### src/rtl/store_buffer.sv
// rtl/store_buffer.sv - posted-write store buffer with load hazard stall/forward
// Optional word forwarding to hitting loads is enabled by defining STORE_BUFFER_FWD_EN.
module store_buffer #(
  parameter int DEPTH = 4
) (
  input  logic        clk,
  input  logic        reset,
  input  logic        st_valid,
  input  logic [31:0] st_addr,
  input  logic [31:0] st_wdata,
  input  logic [3:0]  st_be,
  input  logic [31:0] st_pc,
  output logic        st_ready,
  input  logic        ld_valid,
  input  logic [31:0] ld_addr,
  output logic        ld_stall,
  output logic        ld_fwd,
  output logic [31:0] ld_fwd_data,
  output logic        dm_we,
  output logic [31:0] dm_addr,
  output logic [31:0] dm_wdata,
  output logic [3:0]  dm_be,
  output logic [31:0] dm_pc
);

  localparam int PW = $clog2(DEPTH);
  localparam int CW = PW + 1;

  logic [31:0]   addr_q  [DEPTH];
  logic [31:0]   wdata_q [DEPTH];
  logic [3:0]    be_q    [DEPTH];
  logic [31:0]   pc_q    [DEPTH];
  logic [PW-1:0] head, tail;
  logic [CW-1:0] count;

  logic          hit;
  logic          fwd_ok;
  logic          load_owns;
  logic          drain;
  logic          accept;
  logic [PW-1:0] idx;
`ifdef STORE_BUFFER_FWD_EN
  logic [PW-1:0] yidx;
`endif

  // Scan from oldest to youngest so the last match recorded is the youngest.
  always_comb begin
    hit = 1'b0;
    idx = '0;
`ifdef STORE_BUFFER_FWD_EN
    yidx = '0;
`endif
    for (int i = 0; i < DEPTH; i++) begin
      idx = head + PW'(i);
      if ((CW'(i) < count) && (addr_q[idx][31:2] == ld_addr[31:2])) begin
        hit = 1'b1;
`ifdef STORE_BUFFER_FWD_EN
        yidx = idx;
`endif
      end
    end
  end

`ifdef STORE_BUFFER_FWD_EN
  assign fwd_ok      = ld_valid && !st_valid && hit && (be_q[yidx] == 4'hF);
  assign ld_fwd      = fwd_ok;
  assign ld_fwd_data = fwd_ok ? wdata_q[yidx] : 32'h0;
`else
  assign fwd_ok      = 1'b0;
  assign ld_fwd      = 1'b0;
  assign ld_fwd_data = 32'h0;
`endif

  assign st_ready  = (count != CW'(DEPTH));
  assign accept    = st_valid && st_ready;
  // A clean load keeps the port even when a conflicting store stalls it.
  assign load_owns = ld_valid && !hit;
  // Reset discards the queue, so nothing may be written in the reset cycle.
  assign drain     = !reset && !load_owns && (count != '0);
  assign ld_stall  = ld_valid && (st_valid || (hit && !fwd_ok));

  assign dm_we    = drain;
  assign dm_addr  = load_owns ? ld_addr : (drain ? addr_q[head] : 32'h0);
  assign dm_wdata = drain ? wdata_q[head] : 32'h0;
  assign dm_be    = drain ? be_q[head] : 4'h0;
  assign dm_pc    = drain ? pc_q[head] : 32'h0;

  always_ff @(posedge clk) begin
    if (accept) begin
      addr_q[tail]  <= st_addr;
      wdata_q[tail] <= st_wdata;
      be_q[tail]    <= st_be;
      pc_q[tail]    <= st_pc;
    end
  end

  always_ff @(posedge clk) begin
    if (reset) begin
      head  <= '0;
      tail  <= '0;
      count <= '0;
    end else begin
      if (accept) tail <= tail + 1'b1;
      if (drain)  head <= head + 1'b1;
      case ({accept, drain})
        2'b10:   count <= count + 1'b1;
        2'b01:   count <= count - 1'b1;
        default: count <= count;
      endcase
    end
  end

endmodule

### config.mk
export PLATFORM = sky130hd
export DESIGN_NAME = store_buffer
export DESIGN_NICKNAME = d
export VERILOG_FILES = /design/src/rtl/store_buffer.sv
export SDC_FILE = /design/constraint.sdc
export NUM_CORES = 1
export LEC_CHECK = 0
export ABC_AREA = 1
export CAP_MARGIN = 20
export CORE_MARGIN = 2
export CORE_UTILIZATION = 45
export CTS_CLUSTER_DIAMETER = 30
export DETAILED_ROUTE_END_ITERATION = 8
export PLACE_DENSITY = 0.66
export SLEW_MARGIN = 20
export SYNTH_ARGS = -nofsm -noshare
export SYNTH_HDL_FRONTEND = slang
export SYNTH_SLANG_ARGS = --single-unit
### constraint.sdc
create_clock -name clk -period 7 [get_ports clk]
set_input_delay 0.7 -clock clk [delete_from_list [all_inputs] [get_ports clk]]
set_output_delay 0.7 -clock clk [all_outputs]
set_load 0.1 [all_outputs]
==> flow_summary.json, run 1 <==
{
  "status": "complete, no violations",
  "synth-seq-cells": 409,
  "postSynthAreaPerCell_um2": 8.50,
  "stdcell_area_um2": 28300,
  "post-route-period-util_pct": 88.4,
  "fin_crit_ns": 6.19,
  "hold_ws_ns": 0.544,
  "drtAntennaViolNets": 0,
  "ctsHoldBuffers": 0,
  "worstPathRequired_ns": 6.30,
  "path_buf_inv": 4,
  "max_stage_delay_ns": 0.65,
  "antenna_found_initial": 10,
  "synth.distinct_cells": 29,
  "ys_seq_area_share_pct": 56.0,
  "arrival_ns": 5.49,
  "io_pins": 272,
  "wl_mm": 70.1,
  "vdd_ir_drop_max_v": 0.000224,
  "dpl.hpwl_mm": 45.1,
  "slew_violations": 0,
  "grt_pass1_vias": 17700,
  "post_cts_resized": 0,
  "worstSetupEndpointType": "output pin",
  "critPathLaunchType": "register",
  "die_y_um": 224,
  "critPathTopFamily": "simple AND/OR/NAND/NOR gates",
  "slowest_stage": "inv_2",
  "cts_buffers": 86,
  "grt_max_degree": 141,
  "setup-violations-final": 0,
  "coreArea_um2": 47700,
  "cts.clk_slew.worst_paths_ns": 0.04,
  "drt_iter0_drc": 2004,
  "cts_tree": "yes",
  "die_w_um": 224,
  "clock_sinks": 409,
  "hold_viol_final": 0,
  "final_cell_count_no_fill": 3463,
  "p_per_area_nw_per_um2": 327,
  "final_common_cell": "nand2_1",
  "via_count": 18600,
  "finalSetupTns_ns": 0,
  "cts-htree-levels": 3,
  "overflow": 0,
  "clock_latency_ns": 0.62,
  "wl_per_cell_um": 20.3,
  "cts_setup_buffers": 0,
  "grt_pass1_wl_mm": 105,
  "fmax_mhz": 162,
  "cap_viol_max_count": 0,
  "viasPerCell": 5.38,
  "postPlaceCellArea_um2": 25400,
  "grt_setup_unrepaired": "no",
  "syn2layout_area_growth_pct": 29.9,
  "final_cell_mix": "nand2_1 (1308), edfxtp_1 (400), nand3_1 (192), a21oi_1 (148), clkdlybuf4s50_1 (136)",
  "synth_cells": 2562,
  "place_congestion": 1.02,
  "dieArea_um2": 50200,
  "worst_clock_skew_ns": 0.0237,
  "leakagePower_nw": 11.9,
  "clockRootBuffer": "clkbuf_16",
  "cpMostUsedCell": "nand2_1",
  "synth_area_um2": 21800,
  "initial_core_util_pct": 45.6,
  "cts_buffer_depth": 3,
  "grt_usage_pct": 27.9,
  "dp_slack_ns": 1.52,
  "ys_warn_count": 0,
  "drive_gt1_share_pct": 12.0,
  "drc": 0,
  "cp_cell_sequence": "inv_2 -> nand2_1 -> nand2_2 -> buf_4 -> nand2_1 -> nand3_1 -> nand2_1 -> nor2_1 -> nand2_1 -> nor2_1 -> nand2_1 -> nor2_1 -> nor2_2 -> nand3_4 -> nand2_8 -> buf_4 -> nor3_2 -> buf_12",
  "worst_pin_slew_ns": 1.10,
  "portBuffers": 238,
  "hold_class": "register to register",
  "path_max_fanout": 75,
  "slew_headroom_pct": 26.9,
  "fin_nets": 2922,
  "dr.pass1.iters": 6,
  "row_count": 80,
  "fin_ws_ns": 0.814,
  "path_class": "register to output pin",
  "place_inst": 3304
}
flip-flops by register name, summed over array words and instances, names as in the netlist, named ones only:
signal	flops
wdata_q	128
tail	2
addr_q	128
be_q	16
count	3
head	2
pc_q	128
per-layer routing:
metal	wire (um)	GRT usage, %	vias to the layer above
li1	-	-	8869
met1	29900	38.2	8737
met2	31200	42.1	843
met3	6280	7.33	165
met4	2720	11.5	12
met5	77	0	-
final cells by class:
cell class	count	area, um2
Sequential cell	409	12200
Multi-Input combinational cell	1934	8500
Inverter	88	337
Tap cell	615	769
Timing Repair Buffer	258	3600
Clock inverter	52	607
Clock buffer	104	2250
Fill cell	4010	19500
Antenna cell	3	7.51
cell usage after synthesis:
library cell  instances  area, um2
nor3_1               18       90.1
o21ai_1               2       10.0
nand2_1            1310       4920
and2_1                1       6.26
a21boi_0              1       7.51
nand3_1             192        961
edfxtp_1            400      12000
o21ai_0              33        165
nor3_2               50        500
o22ai_2              30        375
conb_1                1       3.75
buf_6                10        113
buf_1                16       60.1
inv_2                 3       11.3
nor2_2                1       6.26
clkbuf_1             44        165
nand4_1               1       6.26
nor2_1               98        368
nand3_4               1       17.5
or2_2                 2       12.5
buf_4                45        338
xor2_1                1       8.76
nand2_2               1       6.26
buf_2                48        240
inv_1                85        319
dfxtp_1               9        180
ha_1                  9        113
a32o_1                2       20.0
a21oi_1             148        741
where the power goes:
part / switching [W] / internal (W)
sequential: 0.0000787 / 0.00285
combinational: 0.00172 / 0.000684
clock: 0.00129 / 0.00265
through the flow:
| stage | util, % | total power [W] |
|---|---|---|
| after floorplan | - | 0.00460 |
| after global placement | 53.2 | 0.00532 |
| after detailed placement | 53.2 | 0.00534 |
| after CTS | 59.2 | 0.00928 |
| after global routing | 59.2 | 0.00965 |
| final | 59.2 | 0.00926 |
worst paths after layout:
check	end	slack (ns)	depth (start not counted)	start
worst min-delay path	tail[1]	0.54	2	tail[1]
worst min register to register	tail[1]	0.54	2	tail[1]
worst max-delay path	dm_wdata[18]	0.81	18	head[0]
worst max register to register	count[2]	1.51	22	head[0]
cell families (layout without fill, tap and decap cells):
group / Yosys count / count (layout) / synth area share [%]
and+or+nand+nor: 1675 / 1675 / 31.7
buffers and inverters: 251 / 502 / 5.72
xor gates and xnor gates: 1 / 1 / 0.0402
AOI/OAI and AO/OA: 216 / 216 / 6.06
other: 1 / 36 / 0.0172
DFF: 409 / 409 / 56.0
adders and majority gates: 9 / 9 / 0.517
worst min-delay path: cells and delay by family, from the launching register on:
| kind | cells | cell delay, ns |
|---|---|---|
| compound gates | 1 | 0.07 |
| flops | 1 | 0.32 |
| buf+inv | 1 | 0.10 |
No activity file was read; power rests on OpenSTA's default activity.
==> run 2: changes to the inputs <==
Settings changed: GPL_TIMING_DRIVEN set to 0.
==> flow_summary.json, run 2 (synthesis results as in run 1) <==
{
  "worstSetupEndpointType": "output pin",
  "setup-violations-final": 0,
  "clock_latency_ns": 0.61,
  "cts_setup_buffers": 0,
  "dpl.hpwl_mm": 63.4,
  "clockRootBuffer": "clkbuf_16",
  "clock_sinks": 409,
  "slew_violations": 0,
  "drtAntennaViolNets": 0,
  "hold_start": "tail[1]",
  "path_max_fanout": 10,
  "slew_headroom_pct": 26.2,
  "use_met2_pct": 54.5,
  "worstPathRequired_ns": 6.30,
  "dp_slack_ns": 1.53,
  "top_usage_layer": "met2",
  "cp_cell_sequence": "buf_2 -> buf_1 -> nand3_1 -> nand2_1 -> o21ai_0 -> nor2_1 -> nand2_1 -> nor2_1 -> nand2_1 -> nor2_1 -> nor2_1 -> nand3_4 -> nand2_2 -> buf_2 -> nor3_1 -> clkdlybuf4s50_1",
  "worst_clock_skew_ns": 0.0177,
  "slowest_stage": "clkdlybuf4s50_1",
  "grt_pass1_vias": 18900,
  "initial_core_util_pct": 45.6,
  "portBuffers": 238,
  "io_pins": 272,
  "r2r-end": "count[2]",
  "path_class": "register to output pin",
  "wl_per_cell_um": 23.8,
  "grt_max_degree": 24,
  "cpMostUsedCell": "nor2_1",
  "cts_tree": "yes",
  "grt_pass1_wl_mm": 123,
  "dr.pass1.iters": 5,
  "hold_end": "tail[1]",
  "post_cts_resized": 0,
  "hold_class": "register to register",
  "viasPerCell": 5.51,
  "coreArea_um2": 47700,
  "drc": 0,
  "row_count": 80,
  "hold_viol_final": 0,
  "cts.clk_slew.worst_paths_ns": 0.05,
  "cts-htree-levels": 3,
  "grt_usage_pct": 34.1,
  "grtUsageMet1_pct": 44.2,
  "leakagePower_nw": 12.1,
  "dieArea_um2": 50200,
  "reg2reg_slack_ns": 2.70,
  "vdd_ir_drop_max_v": 0.000255,
  "via_count": 20000,
  "drive_gt1_share_pct": 11.8,
  "fillers": 4057,
  "final_cell_mix": "nand2_1 (1310), edfxtp_1 (400), clkdlybuf4s50_1 (238), nand3_1 (192), a21oi_1 (148)",
  "die_w_um": 224,
  "ctsHoldBuffers": 0,
  "worst_pin_slew_ns": 1.10,
  "cts_buffer_depth": 3,
  "p_per_area_nw_per_um2": 334,
  "critPathLaunchType": "register",
  "drt_iter0_drc": 2094,
  "largest_registers": "addr_q (128), pc_q (128), wdata_q (128)",
  "max_stage_delay_ns": 1.25,
  "fin_nets": 3084,
  "met3_usage_pct": 9.29,
  "fin_crit_ns": 6.21,
  "overflow": 0,
  "final_common_cell": "nand2_1",
  "utilization_pct": 59.6,
  "syn2layout_area_growth_pct": 30.6,
  "arrival_ns": 5.51,
  "fin_ws_ns": 0.789,
  "wl_mm": 86.1,
  "worstHoldPathCells": 2,
  "grt_setup_unrepaired": "no",
  "post-route-period-util_pct": 88.7,
  "place_congestion": 1.09,
  "postPlaceCellArea_um2": 25500,
  "die_y_um": 224,
  "finalSetupTns_ns": 0,
  "cts_buffers": 85,
  "fmax_mhz": 161,
  "status": "complete, no violations",
  "cap_viol_max_count": 0,
  "stdcell_area_um2": 28400,
  "ff2ff_path_depth": 21,
  "antenna_found_initial": 5
}
[run 2: changes by cell type in the layout (fill, tap and decap cells not counted), sizes merged]
cell and delta:
clkinvlp +8, clkdlybuf4s50 +102, clkbuf +29, inv +7, buf +17
[run 2: power by group]
part           switching, W  leakage [nW]  internal (W)
combinational       0.00198          6.94      0.000673
clock               0.00134          1.38       0.00263
sequential        0.0000514          3.74       0.00284
[run 2: how the worst max path moves through the flow]
| stage | depth (start not counted) | slack [ns] | endpoint |
|---|---|---|---|
| floorplan | 5 | 0.53 | addr_q[0][0] |
| global placement | 3 | -3.16 | pc_q[0][5] |
| detailed placement | 15 | 1.53 | dm_be[3] |
| CTS | 16 | 0.83 | dm_pc[31] |
| global route | 16 | 0.67 | dm_be[3] |
| finish | 16 | 0.79 | dm_be[3] |
[run 2: per-layer routing]
| metal | wire [um] | share of wire (%) |
|---|---|---|
| met5 | 37 | 0.043 |
| met4 | 3230 | 3.7 |
| met3 | 8710 | 10 |
| met2 | 39600 | 46 |
| met1 | 34500 | 40 |
[run 2: area by class of cell]
| type | instances | area [um2] | share of cell area (%) |
|---|---|---|---|
| antenna | 3 | 7.51 | 0.0264 |
| buffer | 163 | 916 | 3.22 |
| clock buffer | 89 | 2160 | 7.61 |
| clock inverter | 67 | 738 | 2.60 |
| inverter | 88 | 330 | 1.16 |
| multi-input combinational | 1934 | 8490 | 29.8 |
| sequential | 409 | 12200 | 42.9 |
| tap | 615 | 769 | 2.71 |
| timing repair buffer | 258 | 2840 | 9.99 |
[run 2: stage by stage]
stage                     cells  hold WS (ns)  total power, W
after floorplan            2594         0.490         0.00460
final                      3626         0.553         0.00951
after CTS                  3623         0.541         0.00949
after detailed placement   3467         0.527         0.00552
after global placement     3447         0.505         0.00549
after global routing       3623         0.554         0.00984
[run 2: critical path: cells and delay by family (launching register included)]
kind / cells / cell delay [ns]
AOI/OAI and AO/OA: 1 / 0.11
buffers and inverters: 4 / 2.58
DFF: 1 / 0.30
and+or+nand+nor: 11 / 1.87
==> run 3: changes to the inputs <==
Settings changed: CTS_BUF_LIST set to sky130_fd_sc_hd__clkbuf_4.
==> flow_summary.json, run 3 (synthesis results as in run 1) <==
{
  "status": "complete, no violations",
  "row_count": 80,
  "path_max_fanout": 10,
  "worst_clock_skew_ns": 0.0512,
  "antenna_found_initial": 8,
  "dr.pass1.iters": 7,
  "fillers": 4293,
  "post_cts_resized": 0,
  "p_per_area_nw_per_um2": 285,
  "post-route-period-util_pct": 91.4,
  "grt_usage_pct": 33.7,
  "slew_violations": 0,
  "cts.clk_slew.worst_paths_ns": 0.07,
  "reg2reg_slack_ns": 2.74,
  "grt_max_degree": 24,
  "path_class": "register to output pin",
  "final_cell_count_no_fill": 3665,
  "cts_buffer_depth": 3,
  "stdcell_area_um2": 27000,
  "dpl.hpwl_mm": 63.4,
  "ff2ff_path_depth": 21,
  "clock_latency_ns": 0.84,
  "cts_buffers": 103,
  "wl_mm": 85.3,
  "place_inst": 3467,
  "drt_iter0_drc": 2123,
  "drive_gt1_share_pct": 12.5,
  "grt_setup_unrepaired": "no",
  "cts_setup_buffers": 0,
  "hold_ws_ns": 0.456,
  "via_count": 19900,
  "grt_pass1_vias": 18800,
  "drtAntennaViolNets": 0,
  "worstSetupEndpointType": "output pin",
  "dieArea_um2": 50200,
  "syn2layout_area_growth_pct": 24.0,
  "vdd_ir_drop_max_v": 0.000181,
  "fin_crit_ns": 6.40,
  "fmax_mhz": 156,
  "largest_registers": "addr_q (128), pc_q (128), wdata_q (128)",
  "hold_class": "input pin to register",
  "hold_viol_final": 0,
  "grt_pass1_wl_mm": 122,
  "initial_core_util_pct": 45.6,
  "slew_headroom_pct": 26.8,
  "cts-htree-levels": 3,
  "portBuffers": 238,
  "final_common_cell": "nand2_1",
  "clock_sinks": 409,
  "die_y_um": 224,
  "clockRootBuffer": "clkbuf_4",
  "overflow": 0,
  "coreArea_um2": 47700,
  "critPathLaunchType": "register",
  "arrival_ns": 5.70,
  "setup-violations-final": 0,
  "wl_per_cell_um": 23.3,
  "leakagePower_nw": 11.5,
  "drc": 0,
  "r2r-end": "count[2]",
  "worstPathRequired_ns": 6.30,
  "die_w_um": 224,
  "crit_end": "dm_be[3]",
  "viasPerCell": 5.43,
  "fin_nets": 3102,
  "final_cell_mix": "nand2_1 (1310), edfxtp_1 (400), clkdlybuf4s50_1 (238), nand3_1 (192), a21oi_1 (148)",
  "place_congestion": 1.09,
  "ctsHoldBuffers": 0,
  "cap_viol_max_count": 0,
  "io_pins": 272,
  "cts_tree": "yes",
  "worst_pin_slew_ns": 1.09,
  "postPlaceCellArea_um2": 25500
}
[run 3: cell count changes in the layout (fill, tap and decap cells not counted), sizes merged]
cell,change
clkinv,-1
bufinv,-5
clkinvlp,-12
inv,-4
diode,+3
clkbuf,+58
[run 3: how the worst min path moves through the flow]
stage	slack [ns]	depth (start not counted)	endpoint	start
after floorplan	0.49	2	tail[1]	tail[1]
after global placement	0.50	2	tail[1]	tail[1]
after detailed placement	0.53	2	tail[1]	tail[1]
after CTS	0.38	1	pc_q[2][28]	st_pc[28]
after global routing	0.39	1	pc_q[1][23]	st_pc[23]
final	0.46	1	pc_q[1][28]	st_pc[28]
[run 3: critical path, cell delays in order, from the launching register on]
cell and delay [ns]:
dfxtp_1 0.30, buf_2 0.22, inv_1 0.12, clkbuf_1 0.75, nand3_1 0.24, nand3_1 0.14
nand2_1 0.07, nor2_1 0.27, nand2_1 0.09, nor2_1 0.13, nand2_1 0.07, nor2_1 0.18
nor2_1 0.12, nand3_4 0.20, nand2_2 0.10, buf_2 0.24, nor3_1 0.31, clkdlybuf4s50_1 1.26
[run 3: routing by layer]
layer,track usage (%),part of all wire [%],vias up
li1,-,-,9263
met1,43.8,40,9303
met2,53.5,46,1135
met3,9.54,11,178
met4,13.3,3.6,8
met5,0,0.067,-
[run 3: area by class of cell]
| cell class | instances | area [um2] | share of cell area (%) |
|---|---|---|---|
| clock inverter | 45 | 348 | 1.29 |
| clock buffer | 147 | 1100 | 4.09 |
| sequential | 409 | 12200 | 45.2 |
| antenna | 6 | 15.0 | 0.0556 |
| tap | 615 | 769 | 2.85 |
| timing repair buffer | 258 | 2840 | 10.5 |
| multi-input combinational | 1934 | 8490 | 31.4 |
| inverter | 88 | 330 | 1.22 |
| buffer | 163 | 916 | 3.39 |
[run 3: metrics by stage]
step                      power (W)  setup WS [ns]  utilization, %  setup TNS [ns]
after detailed placement    0.00552           1.53            53.5               0
after global routing        0.00803          0.374            56.5               0
after floorplan             0.00460          0.533               -               0
after global placement      0.00549          -3.16            52.5        -1175.03
after CTS                   0.00768          0.564            56.5               0
final                       0.00769          0.599            56.6               0
[run 3: report_power, final]
| part | switching (W) | total (W) | internal, W |
|---|---|---|---|
| Combinational | 0.00197 | 0.00264 | 0.000673 |
| Sequential | 0.0000505 | 0.00288 | 0.00283 |
| Clock | 0.000991 | 0.00216 | 0.00117 |
| Total | 0.00301 | 0.00769 | 0.00467 |
